===== src/rtl/rv_trap_ctrl_pkg.sv =====
// Shared definitions for the machine-mode trap controller: CSR addresses, cause codes,
// mstatus/mie bit positions and the synchronous-exception payload.
package rv_trap_ctrl_pkg;

  localparam int unsigned XLEN      = 32;
  localparam int unsigned CSR_AW    = 12;
  localparam int unsigned CAUSE_W   = 5;

  typedef enum logic [CSR_AW-1:0] {
    CSR_MSTATUS = 12'h300,
    CSR_MIE     = 12'h304,
    CSR_MEPC    = 12'h341,
    CSR_MCAUSE  = 12'h342,
    CSR_MIP     = 12'h344
  } csr_addr_e;

  localparam logic [CAUSE_W-1:0] CAUSE_ILLEGAL_INSN   = 5'd2;
  localparam logic [CAUSE_W-1:0] CAUSE_BREAKPOINT     = 5'd3;
  localparam logic [CAUSE_W-1:0] CAUSE_UNALIGNED_LOAD = 5'd4;
  localparam logic [CAUSE_W-1:0] CAUSE_UNALIGNED_STORE = 5'd6;
  localparam logic [CAUSE_W-1:0] CAUSE_TIMER_IRQ      = 5'd7;
  localparam logic [CAUSE_W-1:0] CAUSE_ECALL          = 5'd11;
  localparam logic [CAUSE_W-1:0] CAUSE_EXT_IRQ_BASE   = 5'd16;

  localparam int unsigned MSTATUS_MIE_BIT  = 3;
  localparam int unsigned MSTATUS_MPIE_BIT = 7;
  localparam int unsigned MIE_TIMER_BIT    = 7;
  localparam int unsigned MIE_IRQ_BASE     = 16;

  typedef struct packed {
    logic invalid_insn;
    logic breakpoint;
    logic unaligned_load;
    logic unaligned_store;
    logic ecall;
  } sync_exc_t;

  // Encoder slot 0 is the timer, slot k+1 is external line k.
  function automatic logic [CAUSE_W-1:0] irq_cause(input logic [CAUSE_W-1:0] slot);
    return (slot == '0) ? CAUSE_TIMER_IRQ
                        : CAUSE_W'(slot + CAUSE_EXT_IRQ_BASE - 5'd1);
  endfunction

endpackage


===== src/rtl/rv_trap_ctrl_if.sv =====
// Execute-stage <-> trap controller bus: instruction context in, trap/return redirect out.
interface rv_trap_ctrl_if;
  import rv_trap_ctrl_pkg::*;

  logic                x_stall;
  logic                x_kill;
  logic                d_is_csr;
  logic                d_is_mret;
  logic [CSR_AW-1:0]   d_csr_sel;
  logic [XLEN-1:0]     x_csr_write_value;
  logic [XLEN-1:0]     x_pc;
  sync_exc_t           exc;
  logic                x_trap;
  logic                x_mret;
  logic [XLEN-1:0]     x_redirect_pc;

  modport master (
    output x_stall, x_kill, d_is_csr, d_is_mret, d_csr_sel, x_csr_write_value, x_pc, exc,
    input  x_trap, x_mret, x_redirect_pc
  );

  modport slave (
    input  x_stall, x_kill, d_is_csr, d_is_mret, d_csr_sel, x_csr_write_value, x_pc, exc,
    output x_trap, x_mret, x_redirect_pc
  );
endinterface


===== src/rtl/rv_irq_prio_enc.sv =====
// Lowest-index-wins priority encoder with valid flag and 5-bit winning index.
module rv_irq_prio_enc #(
  parameter int unsigned N = 9
) (
  input  logic [N-1:0] req_i,
  output logic         valid_o,
  output logic [4:0]   idx_o
);

  always_comb begin
    valid_o = 1'b0;
    idx_o   = '0;
    for (int i = int'(N) - 1; i >= 0; i--) begin
      if (req_i[i]) begin
        valid_o = 1'b1;
        idx_o   = 5'(i);
      end
    end
  end

endmodule


===== src/rtl/rv_trap_ctrl.sv =====
// Machine-mode trap controller: sync exception / timer / external IRQ prioritisation,
// mepc/mcause/mstatus bookkeeping and MRET. Define URV_VECTORED_TRAP_EN for vectored interrupts.
module rv_trap_ctrl
  import rv_trap_ctrl_pkg::*;
#(
  parameter int unsigned NUM_IRQ   = 8,
  parameter logic [31:0] TRAP_BASE = 32'h8
) (
  input  logic               clk_i,
  input  logic               rst_i,
  rv_trap_ctrl_if.slave      x_if,
  input  logic               tick_i,
  input  logic [NUM_IRQ-1:0] irq_i,
  output logic [XLEN-1:0]    csr_mstatus_o,
  output logic [XLEN-1:0]    csr_mie_o,
  output logic [XLEN-1:0]    csr_mip_o,
  output logic [XLEN-1:0]    csr_mepc_o,
  output logic [XLEN-1:0]    csr_mcause_o
);

  localparam int unsigned NUM_SRC = NUM_IRQ + 1;

  logic            mie_bit_q, mie_bit_d;
  logic            mpie_q, mpie_d;
  logic            timer_pend_q, timer_pend_d;
  logic [XLEN-1:0] mie_q, mie_d;
  logic [XLEN-1:0] mepc_q, mepc_d;
  logic [XLEN-1:0] mcause_q, mcause_d;

  logic [XLEN-1:0]    mie_impl;
  logic [XLEN-1:0]    mip;
  logic [NUM_SRC-1:0] irq_req;
  logic               irq_valid;
  logic [4:0]         irq_slot;
  logic [4:0]         irq_code;

  logic               adv;
  logic               sync_exc;
  logic [4:0]         sync_code;
  logic               irq_take;
  logic               trap;
  logic               mret;
  logic               csr_wr;
  logic               unused_c;

  assign unused_c = ^x_if.x_pc[1:0];

  // Implemented mie bits and live pending view.
  always_comb begin
    mie_impl                = '0;
    mie_impl[MIE_TIMER_BIT] = 1'b1;
    mip                     = '0;
    mip[MIE_TIMER_BIT]      = timer_pend_q;
    for (int k = 0; k < int'(NUM_IRQ); k++) begin
      mie_impl[MIE_IRQ_BASE + k] = 1'b1;
      mip[MIE_IRQ_BASE + k]      = irq_i[k];
    end
  end

  always_comb begin
    irq_req    = '0;
    irq_req[0] = timer_pend_q & mie_q[MIE_TIMER_BIT];
    for (int k = 0; k < int'(NUM_IRQ); k++) begin
      irq_req[k+1] = irq_i[k] & mie_q[MIE_IRQ_BASE + k];
    end
  end

  rv_irq_prio_enc #(.N(NUM_SRC)) u_prio_enc (
    .req_i   (irq_req),
    .valid_o (irq_valid),
    .idx_o   (irq_slot)
  );

  assign irq_code = irq_cause(irq_slot);

  always_comb begin
    sync_exc  = 1'b1;
    sync_code = CAUSE_ILLEGAL_INSN;
    if      (x_if.exc.invalid_insn)    sync_code = CAUSE_ILLEGAL_INSN;
    else if (x_if.exc.breakpoint)      sync_code = CAUSE_BREAKPOINT;
    else if (x_if.exc.unaligned_load)  sync_code = CAUSE_UNALIGNED_LOAD;
    else if (x_if.exc.unaligned_store) sync_code = CAUSE_UNALIGNED_STORE;
    else if (x_if.exc.ecall)           sync_code = CAUSE_ECALL;
    else                               sync_exc  = 1'b0;
  end

  assign adv      = !x_if.x_stall && !x_if.x_kill;
  assign irq_take = !sync_exc && mie_bit_q && !x_if.d_is_mret && irq_valid;
  assign trap     = adv && (sync_exc || irq_take);
  assign mret     = adv && x_if.d_is_mret && !sync_exc;
  assign csr_wr   = adv && x_if.d_is_csr;

  // Same-cycle redirect to fetch.
  always_comb begin
    x_if.x_trap        = trap;
    x_if.x_mret        = mret;
    x_if.x_redirect_pc = '0;
    if (trap) begin
      x_if.x_redirect_pc = TRAP_BASE;
`ifdef URV_VECTORED_TRAP_EN
      if (!sync_exc) x_if.x_redirect_pc = TRAP_BASE + {25'b0, irq_code, 2'b00};
`endif
    end else if (mret) begin
      x_if.x_redirect_pc = mepc_q;
    end
  end

  always_comb begin
    mie_bit_d    = mie_bit_q;
    mpie_d       = mpie_q;
    mie_d        = mie_q;
    mepc_d       = mepc_q;
    mcause_d     = mcause_q;
    timer_pend_d = timer_pend_q;

    if (csr_wr) begin
      case (x_if.d_csr_sel)
        CSR_MSTATUS: begin
          mie_bit_d = x_if.x_csr_write_value[MSTATUS_MIE_BIT];
          mpie_d    = x_if.x_csr_write_value[MSTATUS_MPIE_BIT];
        end
        CSR_MIE:    mie_d    = x_if.x_csr_write_value & mie_impl;
        CSR_MEPC:   mepc_d   = {x_if.x_csr_write_value[31:2], 2'b00};
        CSR_MCAUSE: mcause_d = {x_if.x_csr_write_value[31], 26'b0, x_if.x_csr_write_value[4:0]};
        CSR_MIP:    if (!x_if.x_csr_write_value[MIE_TIMER_BIT]) timer_pend_d = 1'b0;
        default: ;
      endcase
    end

    // Tick always wins over a clearing write, regardless of stall/kill.
    if (tick_i) timer_pend_d = 1'b1;

    if (trap) begin
      mepc_d    = {x_if.x_pc[31:2], 2'b00};
      mcause_d  = {!sync_exc, 26'b0, sync_exc ? sync_code : irq_code};
      mpie_d    = mie_bit_q;
      mie_bit_d = 1'b0;
    end else if (mret) begin
      mie_bit_d = mpie_q;
      mpie_d    = 1'b1;
    end
  end

  always_ff @(posedge clk_i) begin
    if (rst_i) begin
      mie_bit_q    <= 1'b0;
      mpie_q       <= 1'b0;
      timer_pend_q <= 1'b0;
      mie_q        <= '0;
      mepc_q       <= '0;
      mcause_q     <= '0;
    end else begin
      mie_bit_q    <= mie_bit_d;
      mpie_q       <= mpie_d;
      timer_pend_q <= timer_pend_d;
      mie_q        <= mie_d;
      mepc_q       <= mepc_d;
      mcause_q     <= mcause_d;
    end
  end

  always_comb begin
    csr_mstatus_o                   = '0;
    csr_mstatus_o[MSTATUS_MIE_BIT]  = mie_bit_q;
    csr_mstatus_o[MSTATUS_MPIE_BIT] = mpie_q;
  end

  assign csr_mie_o    = mie_q;
  assign csr_mip_o    = mip;
  assign csr_mepc_o   = mepc_q;
  assign csr_mcause_o = mcause_q;

endmodule

===== src/flat_wrapper.sv =====
// flat-port wrapper written by rule: the top's interface ports become plain ports
module rv_trap_ctrl_flat import rv_trap_ctrl_pkg::*;
#(
  parameter int unsigned NUM_IRQ   = 8,
  parameter logic [31:0] TRAP_BASE = 32'h8
)
  (clk_i, rst_i, tick_i, irq_i, csr_mstatus_o, csr_mie_o, csr_mip_o, csr_mepc_o, csr_mcause_o, x_if_x_stall, x_if_x_kill, x_if_d_is_csr, x_if_d_is_mret, x_if_d_csr_sel, x_if_x_csr_write_value, x_if_x_pc, x_if_exc, x_if_x_trap, x_if_x_mret, x_if_x_redirect_pc);
  rv_trap_ctrl_if x_if_i ();
  input  logic clk_i;
  input  logic rst_i;
  input  logic tick_i;
  input  logic [NUM_IRQ-1:0] irq_i;
  output logic [XLEN-1:0] csr_mstatus_o;
  output logic [XLEN-1:0] csr_mie_o;
  output logic [XLEN-1:0] csr_mip_o;
  output logic [XLEN-1:0] csr_mepc_o;
  output logic [XLEN-1:0] csr_mcause_o;
  input wire logic [$bits(x_if_i.x_stall)-1:0] x_if_x_stall;
  input wire logic [$bits(x_if_i.x_kill)-1:0] x_if_x_kill;
  input wire logic [$bits(x_if_i.d_is_csr)-1:0] x_if_d_is_csr;
  input wire logic [$bits(x_if_i.d_is_mret)-1:0] x_if_d_is_mret;
  input wire logic [$bits(x_if_i.d_csr_sel)-1:0] x_if_d_csr_sel;
  input wire logic [$bits(x_if_i.x_csr_write_value)-1:0] x_if_x_csr_write_value;
  input wire logic [$bits(x_if_i.x_pc)-1:0] x_if_x_pc;
  input wire logic [$bits(x_if_i.exc)-1:0] x_if_exc;
  output wire logic [$bits(x_if_i.x_trap)-1:0] x_if_x_trap;
  output wire logic [$bits(x_if_i.x_mret)-1:0] x_if_x_mret;
  output wire logic [$bits(x_if_i.x_redirect_pc)-1:0] x_if_x_redirect_pc;
  assign x_if_i.x_stall = x_if_x_stall;
  assign x_if_i.x_kill = x_if_x_kill;
  assign x_if_i.d_is_csr = x_if_d_is_csr;
  assign x_if_i.d_is_mret = x_if_d_is_mret;
  assign x_if_i.d_csr_sel = x_if_d_csr_sel;
  assign x_if_i.x_csr_write_value = x_if_x_csr_write_value;
  assign x_if_i.x_pc = x_if_x_pc;
  assign x_if_i.exc = x_if_exc;
  assign x_if_x_trap = x_if_i.x_trap;
  assign x_if_x_mret = x_if_i.x_mret;
  assign x_if_x_redirect_pc = x_if_i.x_redirect_pc;
  rv_trap_ctrl #(.NUM_IRQ(NUM_IRQ), .TRAP_BASE(TRAP_BASE)) u_core (.clk_i(clk_i), .rst_i(rst_i), .x_if(x_if_i), .tick_i(tick_i), .irq_i(irq_i), .csr_mstatus_o(csr_mstatus_o), .csr_mie_o(csr_mie_o), .csr_mip_o(csr_mip_o), .csr_mepc_o(csr_mepc_o), .csr_mcause_o(csr_mcause_o));
endmodule

===== config.mk =====
export PLATFORM = sky130hd
export DESIGN_NAME = rv_trap_ctrl_flat
export DESIGN_NICKNAME = d
export VERILOG_FILES = /design/src/rtl/rv_trap_ctrl_pkg.sv /design/src/rtl/rv_trap_ctrl_if.sv /design/src/rtl/rv_irq_prio_enc.sv /design/src/rtl/rv_trap_ctrl.sv /design/src/flat_wrapper.sv
export SDC_FILE = /design/constraint.sdc
export NUM_CORES = 1
export LEC_CHECK = 0
export ABC_AREA = 1
export CAP_MARGIN = 20
export CELL_PAD_IN_SITES_DETAIL_PLACEMENT = 1
export CELL_PAD_IN_SITES_GLOBAL_PLACEMENT = 1
export CORE_UTILIZATION = 21
export DETAILED_ROUTE_END_ITERATION = 16
export GPL_TIMING_DRIVEN = 0
export HOLD_SLACK_MARGIN = 0.08
export PLACE_DENSITY_LB_ADDON = 0.1
export SLEW_MARGIN = 20
export SYNTH_ARGS = -nofsm -noshare
export SYNTH_HDL_FRONTEND = slang
export SYNTH_SLANG_ARGS = --single-unit

===== constraint.sdc =====
create_clock -name clk_i -period 2.25 [get_ports clk_i]
set_clock_uncertainty 0.1 [all_clocks]
set_input_delay 0.3375 -clock clk_i [delete_from_list [all_inputs] [get_ports clk_i]]
set_output_delay 0.3375 -clock clk_i [all_outputs]
set_load 0.05 [all_outputs]

After elaboration in Yosys (flattened, before gate mapping). Index checks and enable logic that the tools add are counted.

Add/subtract/negate cells: 2. Equal/unequal tests: 6. Muxes and demuxes: 49. Bitwise logic cells: 9. Reductions and logical operators: 30.

Operators by type and width (count): 32-bit two-way mux (8); 5-bit two-way mux (14); 12-bit by 10-bit == test with 1-bit output, second input constant (5); 1-bit two-way mux (25); 2-bit nonzero test (7); 2-bit AND reduction (5); 1-bit bitwise AND (9); 1-bit logical AND (8); 4-bit two-way mux (2); 3-bit nonzero test (2); 5-bit adder, second input constant (1); 5-bit logical NOT (1); 5-bit by 1-bit subtractor with 5-bit output, second input constant (1); 1-bit logical NOT (4); 3-bit AND reduction (1); 2-bit != test, second input constant (1); 2-bit OR reduction (1); 1-bit logical OR (1).

Register bits after elaboration: 48. Input bits: 96. Word-level logic and storage cells: 102.

Longest topological paths before layout. Gate-level depths: netlist (run 1).

Word-level depth: 15. Mapped depth: 16.

By module. From an unflattened synthesis (run 1), not the netlist that was laid out.

Cells, all modules: 654. Area, all modules: 4102.7 sq um.

Modules (own cells, without submodules): rv_trap_ctrl (times used 1, cells an instance 629, area an instance 3970.1 sq um, seq. area each 960.9 sq um); rv_irq_prio_enc (times used 1, cells an instance 25, area an instance 132.6 sq um, seq. area each 0.0 sq um).

Worst setup path before layout (run 1). No wires, ideal clock.

Path kind: input -> output. Start: input port x_if_exc[1]. End: output port x_if_x_redirect_pc[10]. Data arrival time: 2478 ps. Data required time: 1812 ps. Path slack: -665 ps. Stages: 9. Path buffers: 2. Cell sequence: nor2_1 -> inv_1 -> nor3_2 -> inv_1 -> nor2_2 -> inv_1 -> buf_2 -> buf_6 -> nor2_1.

Elaborated cells between the ends (all ways): 13.

RTL lines: start, declared (line flat_wrapper.sv:25) `input wire logic [$bits(x_if_i.exc)-1:0] x_if_exc;`; 1-bit two-way mux (line rv_trap_ctrl.sv:82) `else if (x_if.exc.unaligned_store) sync_code = CAUSE_UNALIGNED_STORE;`; 1-bit two-way mux (line rv_trap_ctrl.sv:81) `else if (x_if.exc.unaligned_load) sync_code = CAUSE_UNALIGNED_LOAD;`; 1-bit two-way mux (line rv_trap_ctrl.sv:80) `else if (x_if.exc.breakpoint) sync_code = CAUSE_BREAKPOINT;`; 1-bit two-way mux (line rv_trap_ctrl.sv:79) `if (x_if.exc.invalid_insn) sync_code = CAUSE_ILLEGAL_INSN;`; 1-bit logical NOT (line rv_trap_ctrl.sv:90) `assign mret = adv && x_if.d_is_mret && !sync_exc;`; 1-bit logical AND (line rv_trap_ctrl.sv:90); net x_if_x_mret (line flat_wrapper.sv:27) `output wire logic [$bits(x_if_i.x_mret)-1:0] x_if_x_mret;`; 32-bit two-way mux (line rv_trap_ctrl.sv:103) `end else if (mret) begin`; 32-bit two-way mux (line rv_trap_ctrl.sv:98) `if (trap) begin`; end, declared (line flat_wrapper.sv:28) `output wire logic [$bits(x_if_i.x_redirect_pc)-1:0] x_if_x_redirect_pc;`.

The timed path passes the listed nets, and every way through them passes these cells.

Worst setup path after layout (run 1).
Start: input port x_if_exc[1]. End: output port x_if_x_redirect_pc[8].

Longest elaborated chain between the ends: 11. Elaborated cells between the ends (all ways): 13.

Ends and longest elaborated chain: 1-bit two-way mux * (line rv_trap_ctrl.sv:82); 1-bit two-way mux * (line rv_trap_ctrl.sv:81); 1-bit two-way mux * (line rv_trap_ctrl.sv:80); 1-bit two-way mux * (line rv_trap_ctrl.sv:79); 1-bit logical NOT (line rv_trap_ctrl.sv:88, rv_trap_ctrl.sv:90); 1-bit logical AND (3 in a row) (line rv_trap_ctrl.sv:88) `assign irq_take = !sync_exc && mie_bit_q && !x_if.d_is_mret && irq_valid;`; 1-bit logical OR (line rv_trap_ctrl.sv:89) `assign trap = adv && (sync_exc || irq_take);`; 1-bit logical AND (line rv_trap_ctrl.sv:89); 32-bit two-way mux * (line rv_trap_ctrl.sv:98).

Every way passes the cells marked *; elsewhere a longest branch is shown, timed or not.

==> impl_metrics.toml, run 1 <==
[setup_path]
cp_data_required_time_ns = 1.81
critPathLaunchType = "input pin"
cp.arrival_ns = 1.74
cp-end-kind = "output pin"
timing_worst_setup_path_type = "input pin to output pin"
critPathMaxFanout = 6

[global_route]
met1_usage_pct = 19.7
met2_usage_pct = 31.7
gr-total-overflow = 0
grt_usage_pct = 17.1
grt_max_degree = 14
busiest_layer = "met2"
grtUsageMet3_pct = 4.04
grt_antenna_before_repair = 0
grt_pass1_wl_um = 24200
grt_pass1_vias = 4485

[die]
die-area_um2 = 18300
ios = 290
fp.coreArea_um2 = 17300
rows = 48
initial_core_util_pct = 21.5
fp.dieW_um = 135
die_h_um = 135

[timing]
drv_slew = 0
slew_headroom_pct = 59.1
rsz0062_at_grt = "yes"
tns_ns = 0
setup_viol_count_final = 0
period_share_pct = 96.8
fin_ws_ns = 0.0712
tightest_slew_ns = 0.614
fmax_mhz = 459
finalHoldViolations = 0
fin_crit_ns = 2.18

[routing]
dr.pass1.iters = 4
drc = 0
drt_wl_total_um = 15900
wire_per_inst_um = 14.0
drt-initial-drc-count = 125
detail-route-antenna-nets = 0
viasPerCell = 3.94
vias = 4463

[power_and_ir_drop]
total_power_w = 0.00290
seq_power_share_pct = 31.9
p_per_area_nw_per_um2 = 419
clkPwrFrac_pct = 25.4
p_leak_nw = 3.43
peakVddDrop_mv = 0.215
combPwrFrac_pct = 42.8
p_switching_w = 0.00116
p_sw_share_pct = 40.2
p_int_w = 0.00173

[cts]
max-clock-path-buffers = 2
cts_sinks = 48
htreeDepth = 2
cts.clk_slew.worst_paths_ns = 0.06
cts_tree = "done"
root_buffer = "clkbuf_16"
cts_buffers = 5
clkLatencyLatePin_ns = 0.29

[synth]
synth_edf_count = 0
yosysMostFrequentCell = "nor2_1"
avgSynthCellArea_um2 = 6.31
syn-cell-area_um2 = 3730
seq_area_frac_synth_pct = 25.8
synth_cell_types = 30
synth.area.top_cells = "dfxtp_1 (26%), buf_4 (24%), nor2_1 (12%), nand2_1 (10%), inv_1 (6.3%)"
ys_ff_latch = 48
synth-async-reset-ratio_pct = 0
ys.flop_type = "dfxtp_1"
synth_common_cells = "nor2_1 (123), buf_4 (120), nand2_1 (104), inv_1 (63), dfxtp_1 (48)"
synth_top_area_share_pct = 25.8
yosysWarnings = 0
yosysTopAreaCell = "dfxtp_1"
syn_inst = 591

[final_layout]
final_cells = 1133
fillers = 2207
antenna_cells = 0
drive_gt1_share_pct = 29.2
area_growth_pct = 85.4
finalNetCount = 1006
fin_area_um2 = 6910

[flow_run]
maxCapViolations = 0

[placed_design]
dp_hpwl_um = 12800
gp_congestion = 0.875
dp_cells = 1101
dp_slack_ns = -1.16
port_buffers = 180
dpl_cell_area_um2 = 6420

[min_path]
hp-class = "input pin to register"

[status]
status = "finished, final reports clean"
area by class of cell:
class | count | area [um^2] | area share (%)
buffer | 138 | 1050 | 15.2
clock buffer | 6 | 129 | 1.86
tap | 225 | 282 | 4.07
clock inverter | 1 | 5.00 | 0.0724
sequential | 48 | 965 | 14.0
timing repair buffer | 205 | 2010 | 29.1
multi-input combinational | 446 | 2220 | 32.2
inverter | 64 | 245 | 3.55
metal layers:
metal / share of wire (%) / wire (um) / up-vias
met3: 7.1 / 1130 / 9
met2: 52 / 8220 / 157
met5: 0 / 0 / -
met1: 40 / 6360 / 2062
met4: 1.0 / 158 / 0
li1: - / - / 2235
sequential cells by signal, indices dropped and copies added (netlist names):
register and count:
u_core.mie_bit_q 1, u_core.mpie_q 1, u_core.csr_mie_o 9, u_core.csr_mepc_o 30, u_core.timer_pend_q 1, u_core.csr_mcause_o 6
cell usage in the layout, fill, tap and decap left out, types with 7 or more instances in the layout:
cell             count
dlymetal6s2s_1       8
inv_1               59
clkdlybuf4s50_1    134
nor2_2               8
nor2_1              91
a211oi_1             8
nand3_1             37
buf_4              153
nand2_1             92
nand2_2             11
buf_2               15
nor2_4              27
dfxtp_1             45
a21oi_1              7
buf_6               14
o21ai_0             31
conb_1             106
worst max-delay path, stage by stage:
cell and delay [ns]:
buf_6 0.09, nor2_4 0.10, inv_2 0.05, nor3_4 0.23, inv_2 0.08, nor2_4 0.16
clkinv_4 0.12, buf_12 0.17, buf_16 0.15, nor2_4 0.09, buf_8 0.15
kinds of logic (layout without fill, tap and decap cells):
family,after synthesis,in the layout,synth area share (%)
AOI/OAI and AO/OA,53,53,8.09
and+or+nand+nor,285,285,32.3
other,1,106,0.101
DFF,48,48,25.8
adders and majority gates,2,2,0.671
buffers and inverters,202,414,33.0
power groups by stage:
stage	clock network, W	registers, W	logic [W]
after floorplan	0	0.00107	0.000746
after global placement	0	0.000940	0.00119
after detailed placement	0	0.000943	0.00120
after CTS	0.000766	0.000923	0.00123
after global routing	0.000790	0.000929	0.00131
final	0.000735	0.000923	0.00124
per-stage QoR:
| step | util [%] | hold slack, ns |
|---|---|---|
| after floorplan | - | 0.363 |
| after global placement | 37.1 | 0.394 |
| after detailed placement | 37.1 | 0.402 |
| after CTS | 39.2 | 0.269 |
| after global routing | 40.0 | 0.255 |
| final | 40.0 | 0.240 |
timing repair:
action / CTS / global route
gates resized for setup: 245 / 40
setup buffers: 16 / 7
pin swaps: 14 / 15
gates cloned: 2 / 0
hold buffers: 0 / 0
endpoints found under the setup margin: 40 / 64
path summary, 6_finish.rpt:
path | startpoint | to | slack [ns] | depth (start not counted)
worst max-delay path | x_if_exc[1] | x_if_x_redirect_pc[8] | 0.07 | 11
worst min-delay path | x_if_exc[2] | u_core.csr_mcause_o[1] | 0.24 | 4
worst max register to register | u_core.csr_mie_o[22] | u_core.csr_mepc_o[3] | 0.24 | 11
worst min register to register | u_core.timer_pend_q | u_core.timer_pend_q | 0.41 | 2
Power figures use the tool's default switching activity.
==> inputs of run 2 (changes only) <==
--- a/config.mk
+++ b/config.mk
@@ -14,6 +14,7 @@
 export GPL_TIMING_DRIVEN = 0
 export HOLD_SLACK_MARGIN = 0.08
 export PLACE_DENSITY_LB_ADDON = 0.1
+export SETUP_SLACK_MARGIN = 0.5
 export SLEW_MARGIN = 20
 export SYNTH_ARGS = -nofsm -noshare
 export SYNTH_HDL_FRONTEND = slang
==> run 2 against run 1 <==
Core utilization increased by 7.9 points. Non-clock buffer count increased by 56. Combinational power increased by 9.7%. Sequential cell count unchanged. Die area unchanged. Worst setup slack improved by 0.027 ns. Fmax increased by 1.2%. Via count increased by 8.2%. Final cell count increased by 5.2%. Critical path depth unchanged. Critical endpoint unchanged. Largest cell class unchanged.
==> impl_metrics.toml, run 2 (synthesis gave the netlist of run 1 again) <==
[global_route]
grt_max_degree = 14
grt_antenna_before_repair = 0
grt_pass1_wl_um = 25400
met2_usage_pct = 35.0
met1_usage_pct = 20.5
grt_pass1_vias = 4682
busiest_layer = "met2"
grtUsageMet3_pct = 3.44
grt_usage_pct = 18.2
gr-total-overflow = 0

[routing]
wire_per_inst_um = 15.7
vias = 4830
viasPerCell = 4.05
dr.pass1.iters = 4
detail-route-antenna-nets = 0
drt_wl_total_um = 18700
drt-initial-drc-count = 105
drc = 0

[timing]
drv_slew = 0
period_share_pct = 95.7
fin_crit_ns = 2.15
fin_ws_ns = 0.0978
tightest_slew_ns = 0.641
slew_headroom_pct = 57.2
tns_ns = 0
rsz0062_at_grt = "yes"
finalHoldViolations = 0
fmax_mhz = 465
setup_viol_count_final = 0

[die]
die_h_um = 135
rows = 48
initial_core_util_pct = 21.5
fp.dieW_um = 135
fp.coreArea_um2 = 17300
ios = 290
die-area_um2 = 18300

[setup_path]
critPathLaunchType = "input pin"
cp_data_required_time_ns = 1.81
cp.arrival_ns = 1.71
cp-end-kind = "output pin"
timing_worst_setup_path_type = "input pin to output pin"
critPathMaxFanout = 5

[placed_design]
gp_congestion = 0.827
port_buffers = 180
dp_slack_ns = -1.10
dp_hpwl_um = 12800

[final_layout]
final_cell_mix = "buf_4 (162), conb_1 (106), nand2_1 (70)"
layout.cells.most_common = "buf_4"
fillers = 2122
drive_gt1_share_pct = 44.0
register_area_um2 = 995
multi_input_area_um2 = 2750
finish.utilization_pct = 47.9
area_growth_pct = 122
finalNetCount = 1063
largest_reg_flops = 30

[cts]
max-clock-path-buffers = 2
cts_sinks = 48
root_buffer = "clkbuf_16"
cts_tree = "done"
cts_buffers = 5
clkLatencyLatePin_ns = 0.29
htreeDepth = 2
cts.clk_slew.worst_paths_ns = 0.07

[min_path]
hp-class = "input pin to register"

[power_and_ir_drop]
p_leak_nw = 4.25
peakVddDrop_mv = 0.241
p_per_area_nw_per_um2 = 372

[status]
status = "finished, final reports clean"

[flow_run]
maxCapViolations = 0
[run 2: power breakdown]
part	switching (W)	internal, W	leakage [nW]
logic	0.000872	0.000487	3.78
registers	0.0000350	0.000881	0.401
clock network	0.000359	0.000446	0.0712
[run 2: metrics by stage]
step	std cells	power, W	area, um^2	hold WS, ns
6_report	1192	0.00308	8280	0.326
5_1_grt	1191	0.00320	8280	0.329
3_5_place_dp	1101	0.00214	6490	0.402
2_1_floorplan	696	0.00181	4410	0.371
3_3_place_gp	1101	0.00213	6490	0.412
4_1_cts	1162	0.00297	7460	0.270
[run 2: cell type report]
| cell class | instances | area share [%] |
|---|---|---|
| diodes | 1 | 0.0302 |
| inverters | 64 | 2.93 |
| multi-input cells | 447 | 33.2 |
| plain buffers | 138 | 13.8 |
| clock buffers | 8 | 1.77 |
| repair buffers | 261 | 32.8 |
| well taps | 225 | 3.40 |
| flip-flops and latches | 48 | 12.0 |
[run 2: what timing repair did]
item | 4_1_cts | 5_1_grt
buffers inserted | 49 | 21
cloned | 4 | 8
pin swaps | 49 | 79
endpoints found under the setup margin | 135 | 81
hold buffers | 0 | 0
gates resized for setup | 430 | 165
[run 2: layer usage]
| layer | wire length, um | part of all wire, % |
|---|---|---|
| met1 | 7280 | 39 |
| met2 | 10100 | 54 |
| met3 | 1080 | 5.8 |
| met4 | 198 | 1.1 |
| met5 | 0 | 0 |
[run 2: worst paths after layout]
kind	cells after the start	start	to	slack, ns
setup / recovery	11	x_if_exc[4]	x_if_x_redirect_pc[8]	0.1
hold / removal	4	x_if_exc[2]	u_core.csr_mcause_o[1]	0.33
setup reg to reg	13	u_core.csr_mie_o[17]	u_core.csr_mcause_o[4]	0.27
hold reg to reg	2	u_core.csr_mie_o[23]	u_core.csr_mie_o[23]	0.41
[run 2: worst max-delay path: stages]
cell	delay (ns)
buf_6	0.10
nor2_4	0.11
inv_2	0.06
nor3_4	0.21
inv_2	0.07
nor2_4	0.16
inv_4	0.09
buf_16	0.15
buf_12	0.14
nor2_4	0.11
buf_8	0.15
